--- src/rtl/key_inject_sched_if.sv ---
// Code-offer handshake between a key-code producer and key_inject_sched.
interface key_inject_sched_if;
  logic       in_valid;
  logic       in_ready;
  logic [7:0] in_code;

  modport master (output in_valid, output in_code, input in_ready);
  modport slave  (input in_valid, input in_code, output in_ready);
endinterface

--- src/rtl/key_inject_sched.sv ---
// Key-injection scheduler: queues matrix key codes and replays them as tick-paced presses.
// Optional KEY_INJECT_PREEMPT_EN: physical user activity suspends injection.
module key_inject_sched #(
  parameter int unsigned HOLD_TICKS = 3,
  parameter int unsigned GAP_TICKS  = 2,
  parameter int unsigned FIFO_DEPTH = 8
) (
  input  logic                     clk,
  input  logic                     reset,
  input  logic                     tick,
  key_inject_sched_if.slave        in_if,
  input  logic [3:0]               Y,
  output logic [7:0]               X_inj,
  input  logic                     user_active,
  input  logic                     abort,
  output logic                     busy
);

  localparam int unsigned AW = $clog2(FIFO_DEPTH);
  localparam logic [AW:0] PTR_ONE   = (AW + 1)'(1);
  localparam logic [7:0]  HOLD_LAST = 8'(HOLD_TICKS - 1);
  localparam logic [7:0]  GAP_LAST  = 8'(GAP_TICKS - 1);

  localparam logic [1:0] IDLE      = 2'd0;
  localparam logic [1:0] SHIFT_PRE = 2'd1;
  localparam logic [1:0] PRESS     = 2'd2;
  localparam logic [1:0] GAP       = 2'd3;

  logic        hold_off;
`ifdef KEY_INJECT_PREEMPT_EN
  assign hold_off = user_active;
`else
  logic unused_user_active;
  assign unused_user_active = user_active;
  assign hold_off = 1'b0;
`endif

  logic [7:0]  mem [FIFO_DEPTH];
  logic [AW:0] wr_ptr_q, rd_ptr_q;
  logic        empty, full, push, pop;
  logic [7:0]  head;
  logic [1:0]  state_q, state_d;
  logic [7:0]  cnt_q, cnt_d;
  logic [7:0]  code_q, code_d;
  logic        tick_en;

  // Wrap bit distinguishes full from empty when the index bits match.
  assign empty = (wr_ptr_q == rd_ptr_q);
  assign full  = (wr_ptr_q[AW] != rd_ptr_q[AW]) && (wr_ptr_q[AW-1:0] == rd_ptr_q[AW-1:0]);
  assign head  = mem[rd_ptr_q[AW-1:0]];

  assign in_if.in_ready = !full && !abort;
  assign push    = in_if.in_valid && in_if.in_ready;
  assign pop     = (state_q == IDLE) && !empty && !abort && !hold_off;
  assign tick_en = tick && !hold_off;
  assign busy    = !empty || (state_q != IDLE);

  always_ff @(posedge clk) begin
    if (push) mem[wr_ptr_q[AW-1:0]] <= in_if.in_code;
  end

  always_ff @(posedge clk or posedge reset) begin
    if (reset) begin
      wr_ptr_q <= '0;
      rd_ptr_q <= '0;
    end else if (abort) begin
      rd_ptr_q <= wr_ptr_q;
    end else begin
      if (push) wr_ptr_q <= wr_ptr_q + PTR_ONE;
      if (pop)  rd_ptr_q <= rd_ptr_q + PTR_ONE;
    end
  end

  always_comb begin
    state_d = state_q;
    cnt_d   = cnt_q;
    code_d  = code_q;
    case (state_q)
      IDLE: begin
        // Rows above 9 do not exist in the matrix; such codes are dropped here.
        if (pop) begin
          code_d = head;
          if (head[6:3] <= 4'd9) state_d = head[7] ? SHIFT_PRE : PRESS;
        end
      end
      SHIFT_PRE: if (tick_en) state_d = PRESS;
      PRESS: begin
        if (tick_en) begin
          if (cnt_q == HOLD_LAST) state_d = (GAP_TICKS == 0) ? IDLE : GAP;
          else                    cnt_d   = cnt_q + 8'd1;
        end
      end
      GAP: begin
        if (tick_en) begin
          if (cnt_q == GAP_LAST) state_d = IDLE;
          else                   cnt_d   = cnt_q + 8'd1;
        end
      end
      default: state_d = IDLE;
    endcase
    if (abort) state_d = IDLE;
    if (state_d != state_q) cnt_d = '0;
  end

  always_ff @(posedge clk or posedge reset) begin
    if (reset) begin
      state_q <= IDLE;
      cnt_q   <= '0;
      code_q  <= '0;
    end else begin
      state_q <= state_d;
      cnt_q   <= cnt_d;
      code_q  <= code_d;
    end
  end

  always_comb begin
    X_inj = '0;
    if (!hold_off) begin
      if (state_q == PRESS && Y == code_q[6:3]) X_inj[code_q[2:0]] = 1'b1;
      // Shift lives at row 2, column 5 and merges with a key on the same row.
      if (Y == 4'd2 && (state_q == SHIFT_PRE || (state_q == PRESS && code_q[7])))
        X_inj[5] = 1'b1;
    end
  end

endmodule

--- src/flat_wrapper.sv ---
// flat-port wrapper written by rule: the top's interface ports become plain ports
module key_inject_sched_flat 
#(
  parameter int unsigned HOLD_TICKS = 3,
  parameter int unsigned GAP_TICKS  = 2,
  parameter int unsigned FIFO_DEPTH = 8
)
  (clk, reset, tick, Y, X_inj, user_active, abort, busy, in_if_in_valid, in_if_in_code, in_if_in_ready);
  key_inject_sched_if in_if_i ();
  input  logic clk;
  input  logic reset;
  input  logic tick;
  input  logic [3:0] Y;
  output logic [7:0] X_inj;
  input  logic user_active;
  input  logic abort;
  output logic busy;
  input wire logic [$bits(in_if_i.in_valid)-1:0] in_if_in_valid;
  input wire logic [$bits(in_if_i.in_code)-1:0] in_if_in_code;
  output wire logic [$bits(in_if_i.in_ready)-1:0] in_if_in_ready;
  assign in_if_i.in_valid = in_if_in_valid;
  assign in_if_i.in_code = in_if_in_code;
  assign in_if_in_ready = in_if_i.in_ready;
  key_inject_sched #(.HOLD_TICKS(HOLD_TICKS), .GAP_TICKS(GAP_TICKS), .FIFO_DEPTH(FIFO_DEPTH)) u_core (.clk(clk), .reset(reset), .tick(tick), .in_if(in_if_i), .Y(Y), .X_inj(X_inj), .user_active(user_active), .abort(abort), .busy(busy));
endmodule
--- config.mk ---
export PLATFORM = sky130hd
export DESIGN_NAME = key_inject_sched_flat
export DESIGN_NICKNAME = d
export VERILOG_FILES = /design/src/rtl/key_inject_sched_if.sv /design/src/rtl/key_inject_sched.sv /design/src/flat_wrapper.sv
export SDC_FILE = /design/constraint.sdc
export NUM_CORES = 1
export LEC_CHECK = 0
export CORE_ASPECT_RATIO = 0.7
export CORE_MARGIN = 2
export CORE_UTILIZATION = 40
export DETAILED_ROUTE_END_ITERATION = 10
export DONT_BUFFER_PORTS = 1
export HOLD_SLACK_MARGIN = 0.03
export SYNTH_ARGS = -nofsm -noshare
export SYNTH_HDL_FRONTEND = slang
export SYNTH_SLANG_ARGS = --single-unit
--- constraint.sdc ---
create_clock -name clk -period 2.5 [get_ports clk]
set_clock_uncertainty 0.15 [all_clocks]
set_input_delay 0.375 -clock clk [delete_from_list [all_inputs] [get_ports clk]]
set_output_delay 0.375 -clock clk [all_outputs]
set_load 0.05 [all_outputs]
* Yosys cells after proc, flatten, opt, wreduce, memory -nomap -nowiden
Memory sizes are Yosys's and may differ from the RTL's.
Index checks and enable logic that the tools add are counted.
** Word-level totals
- ROM bits :: 0
- Bits in registers :: 26
- Input port bits :: 18
- Bits in latches :: 0
- Logic and storage cells :: 73
- Memory bits (writable) :: 64
- Memories kept :: 1
** Operators by class
- Multipliers :: 0
- Bitwise logic cells :: 1
- Div/mod/pow operators :: 0
- Add/sub/neg operators :: 3
- Reductions and logical operators :: 21
- Eq/ne operators :: 15
- Muxes and demuxes :: 24
- Shifts and indexed selects :: 0
- $lt $le $gt $ge :: 3
** Memory list
- u_core.mem :: words 8, bits a word 8, read ports 1, clocked after Yosys merged registers in 0, write ports 1, line key_inject_sched.sv:38 : logic [7:0] mem [FIFO_DEPTH];
** Operator list (count)
- 2-to-1 mux 8 bit :: 6
- 2-to-1 mux 2 bit :: 9
- one-hot mux 8 bit (2 select lines) :: 1
- logical AND 1 bit :: 9
- adder 4 x 1 -> 4 bit (second input constant) :: 2
- adder 8 x 1 -> 8 bit (second input constant) :: 1
- == test 4 bit :: 2
- == test 8 x 1 -> 1 bit (second input constant) :: 1
- == test 8 x 2 -> 1 bit (second input constant) :: 1
- 2-to-1 mux 4 bit :: 2
- one-hot mux 2 bit (4 select lines) :: 1
- != test 3 x 2 -> 1 bit (second input constant) :: 2
- != test 3 bit (second input constant) :: 2
- AND reduction 5 bit :: 1
- == test 2 bit (second input constant) :: 2
- == test 4 x 2 -> 1 bit (second input constant) :: 1
- less-or-equal comparator 4 bit (second input constant) :: 1
- less-than comparator 3 x 4 -> 1 bit (second input constant) :: 1
- 2-to-1 mux 1 bit :: 4
- AND reduction 2 bit :: 2
- nonzero test 2 bit :: 2
- demux 1 bit (select 3 bit) :: 1
- == test 3 bit :: 1
- greater-or-equal comparator 3 x 1 -> 1 bit (second input constant) :: 1
- 8 further kinds :: 11

* Logic depth before layout (Yosys ltp)
Gate-level depths: netlist of the first run.
- Word-level depth :: 10
- Depth in mapped cells :: 7

* Worst setup path after synthesis of the first run
Ideal clock, no wire load.
- Path type :: register to register
- From :: reg u_core.rd_ptr_q[1]
- To :: mem u_core.mem[0][0] (enable)
- Cell stages (with the launch flop) :: 6
- Setup slack :: -0.550 ns
- Data arrival time :: 2.506 ns
- Period minus slack after synthesis :: 3.050 ns
- Path buffers :: 1
- Data required time :: 1.955 ns
- Cell sequence :: dfrtp_1 buf_4 xnor2_4 a41oi_2 nand2_1 nor4_1
** Between the ends
- Word-level cells in the longest chain between the ends :: 7
** RTL lines
- start: declaration :: line key_inject_sched.sv:39 : logic [AW:0] wr_ptr_q, rd_ptr_q;
- start signal: assignment :: line key_inject_sched.sv:67 : rd_ptr_q <= wr_ptr_q;
- start signal: assignment :: line key_inject_sched.sv:70 : if (pop) rd_ptr_q <= rd_ptr_q + PTR_ONE;
- == test 3 bit :: line key_inject_sched.sv:49 : assign full = (wr_ptr_q[AW] != rd_ptr_q[AW]) && (wr_ptr_q[AW-1:0] == rd_ptr_q[AW-1:0]);
- logical AND 1 bit :: line key_inject_sched.sv:49
- logical NOT 1 bit :: line key_inject_sched.sv:52 : assign in_if.in_ready = !full && !abort;
- logical AND 1 bit :: line key_inject_sched.sv:52
- via in_if_in_ready :: line flat_wrapper.sv:20 : output wire logic [$bits(in_if_i.in_ready)-1:0] in_if_in_ready;
- logical AND 1 bit :: line key_inject_sched.sv:53 : assign push = in_if.in_valid && in_if.in_ready;
- 2-to-1 mux 1 bit :: line key_inject_sched.sv:59 : if (push) mem[wr_ptr_q[AW-1:0]] <= in_if.in_code;
- 2-to-1 mux 1 bit (not written as such) :: line key_inject_sched.sv:59
- end: declaration :: line key_inject_sched.sv:38
The timed path passes the listed nets, and every way through them passes these cells.

* Worst setup path after layout of the first run
- From :: reg u_core.rd_ptr_q[0]
- To :: out busy
** Between the ends
- Word-level cells in the longest chain between the ends :: 3
** RTL lines
- == test 4 bit :: line key_inject_sched.sv:48 : assign empty = (wr_ptr_q == rd_ptr_q);
- logical NOT 1 bit :: line key_inject_sched.sv:56 : assign busy = !empty || (state_q != IDLE);
- logical OR 1 bit :: line key_inject_sched.sv:56
- end: declaration :: line flat_wrapper.sv:17 : output logic busy;
No other way between the ends.

==> metrics.md, run 1 <==
| Metric | Value |
|---|---|
| Power Dens Cells | 1100 nW/um2 |
| Peak Freq | 427 MHz |
| Total die area | 11,200 um2 |
| Max stage delay on crit path | 0.40 ns |
| DRC | 0 |
| Final Cycle Share | 0.937 |
| Diode count | 0 |
| Met1 WL | 4410 um |
| Initial Utilization | 0.406 |
| CP Cell Sequence | buf_12 > xnor2_4 > nand4_4 > nand2b_1 > buf_12 |
| TritonCTS Sinks | 90 |
| Final Cell Area | 4940 um2 |
| Pin count of the biggest net entering global routing | 23 |
| Final setup viols | 0 |
| CTS tree | yes |
| Syn Inst Count | 273 |
| Post-Syn Nets | 296 |
| Cell Rows | 31 |
| Max Transition Viols Final | 0 |
| CP Launch Type | register |
| Post-DP HPWL | 5760 um |
| IO buf count | 0 |
| Met3 WL | 285 um |
| Final GP Congestion | 0.700 |
| Metal2 WL | 3820 um |
| Violation count after the first detailed-route iteration | 160 |
| Total wire length | 8600 um |
| Critical path capture point type | output pin |
| Crit Path Class | reg2out |
| Hold_ws | 0.0496 ns |
| Clock-pin slew of the registers on the worst-case setup and hold paths | 0.07 ns |
| H-tree depth | 3 |
| DR pass1 iterations | 4 |
| Peak VDD IR | 0.000477 V |
| Ys flop type | edfxtp_1 |
| Fin nets | 332 |
| Synth Register Bits | 90 |
| Required time worst endpoint | 1.98 ns |
| Final cell count without fillers | 446 |
| # fillers | 894 |
| Most frequent cells in the layout | edfxtp_1 (64), buf_4 (26), dfrtp_1 (26) |
| Slowest CP cell | dfrtp_1 |
| Leak | 1.77 nW |
| DP Area | 4530 um2 |
| First-pass GRT wire length | 13,600 um |
| Status | complete, no violations |
| Max-cap viol count | 0 |
| Die width | 126 um |
| Max layer used | met4 |
| Grt total ovfl | 0 |
| Worst-Skew Late Latency | 0.34 ns |
| Clock Path Buffers | 2 |
| Number of flops mapped to enable cells by yosys | 64 |
| Most common cell after layout, fill and taps aside | edfxtp_1 |
| Initial antenna violation count | 0 |
| Post-synth ARST share | 0.289 |
| Io pins | 28 |
| Setup TNS Final | 0 ns |
| Ys Warns | 0 |
| Multi-input combinational cell area | 1530 um2 |
| Drt wl/cell | 19.3 um |
| Core footprint | 10,200 um2 |
| Sequential cell area | 2570 um2 |
| Unique masters post-synth | 49 |
| CTS buffer count | 9 |
| Via/cell ratio | 5.44 |
| Total Routing Usage GR | 0.166 |
| Die H | 89.3 um |
| Cell area after synthesis | 4160 um2 |
| Root Driver | clkbuf_16 |
| Post-route ant nets | 0 |
| Clock period minus worst slack | 2.34 ns |
| Slew of the pin with the lowest slew margin | 0.453 ns |
| Most used cell, CP | buf_12 |
| Syn_area_per_cell | 15.2 um2 |
| Vias | 2,425 |
| Post-synthesis sequential area ratio | 0.619 |
| Worst Path Max Fanout | 20 |
| Rel. slew slack | 0.697 |
| RSZ-0062 raised after global routing | no |
| Final Hold Fails | 0 |
| Area Growth Syn to Fin | 18.8% |
| WP data arrival | 1.82 ns |
| Dpl cells | 420 |
| Number of global-route vias before repair | 2,376 |
| Cts repair resizes | 0 |
| Layout cells sized above 1 | 0.229 |
| Worst Hold Class | in2reg |
-- synth_stat cells, types with 8 or more instances --
| cell type | number | area (um2) |
|---|---|---|
| nand3_1 | 10 | 50.1 |
| a21oi_1 | 14 | 70.1 |
| nand2_1 | 8 | 30.0 |
| mux4_2 | 9 | 203 |
| mux2i_1 | 10 | 100 |
| edfxtp_1 | 64 | 1920 |
| xnor2_1 | 9 | 78.8 |
| dfrtp_1 | 26 | 651 |
| nor2_1 | 15 | 56.3 |
| nor3_1 | 8 | 40.0 |
-- state kept, by name (all words and copies together) (netlist names) --
signal and flops:
u_core.cnt_q 8, u_core.wr_ptr_q 4, u_core.state_q 2, u_core.mem 64
u_core.code_q 8, u_core.rd_ptr_q 4
-- critical path, delay by kind of cell, from the launching register on --
family,cells,cell delay [ns]
AND/OR/NAND/NOR,2,0.50
buffers and inverters,2,0.34
XOR/XNOR,1,0.23
flip-flops,1,0.40
-- per-stage QoR --
step,power [mW],utilization,setup WS (ns)
floorplan,3.58,-,-0.0313
global placement,4.02,0.442,0.269
detailed placement,4.08,0.442,0.209
CTS,5.51,0.483,0.141
global route,5.74,0.483,0.0659
finish,5.45,0.483,0.158
-- area by class of cell --
cell class                      count  share of cell area
Sequential cell                    90               0.521
Clock buffer                       10              0.0484
Clock inverter                      6              0.0144
Inverter                            7             0.00532
Tap cell                          132              0.0334
Timing Repair Buffer               38              0.0679
Multi-Input combinational cell    163               0.310
-- timing repair --
item | in CTS | in global routing
setup buffers | 0 | 0
endpoints found under the hold margin | 72 | 0
hold buffers | 10 | 0
-- layer usage --
layer	up-vias	global-route usage
li1	1137	-
met1	1244	0.238
met2	37	0.244
met3	7	0.0485
met4	0	0.0569
met5	-	0
-- worst paths after layout --
kind | start | end | slack [ns] | cells past startpoint
max | u_core.rd_ptr_q[0] | busy | 0.16 | 5
min | in_if_in_valid | u_core.wr_ptr_q[2] | 0.05 | 2
max reg2reg | u_core.rd_ptr_q[0] | u_core.cnt_q[2] | 0.23 | 5
min reg2reg | u_core.code_q[7] | u_core.code_q[7] | 0.38 | 2
max in group asynchronous | reset | u_core.code_q[1] | 1.40 | 3
min in group asynchronous | reset | u_core.wr_ptr_q[3] | 0.23 | 2
-- report_power, final --
group / internal [mW] / leakage (nW) / switching [mW] / total, mW
combinational: 0.895 / 0.717 / 1.11 / 2.01
clock: 0.814 / 0.151 / 0.575 / 1.39
sequential: 1.85 / 0.900 / 0.210 / 2.06
total: 3.55 / 1.77 / 1.90 / 5.45
-- cell families (layout without fill, tap and decap cells) --
family	count (synthesis)	in the layout	share of synthesized area
AOI/OAI and AO/OA	41	41	0.0683
xor gates and xnor gates	19	19	0.0508
adders and majority gates	5	5	0.0150
buffers and inverters	20	61	0.0268
DFF	90	90	0.619
muxes	29	29	0.125
and+or+nand+nor	69	69	0.0954
(Power assumes the default switching activity.)
==> inputs of run 2 (changes only) <==
--- a/config.mk
+++ b/config.mk
@@ -11,6 +11,7 @@
 export DETAILED_ROUTE_END_ITERATION = 10
 export DONT_BUFFER_PORTS = 1
 export HOLD_SLACK_MARGIN = 0.03
+export SLEW_MARGIN = 20
 export SYNTH_ARGS = -nofsm -noshare
 export SYNTH_HDL_FRONTEND = slang
 export SYNTH_SLANG_ARGS = --single-unit
==> results of run 2 <==
Same layout as run 1: the final DEF is identical, and so are final timing and power.
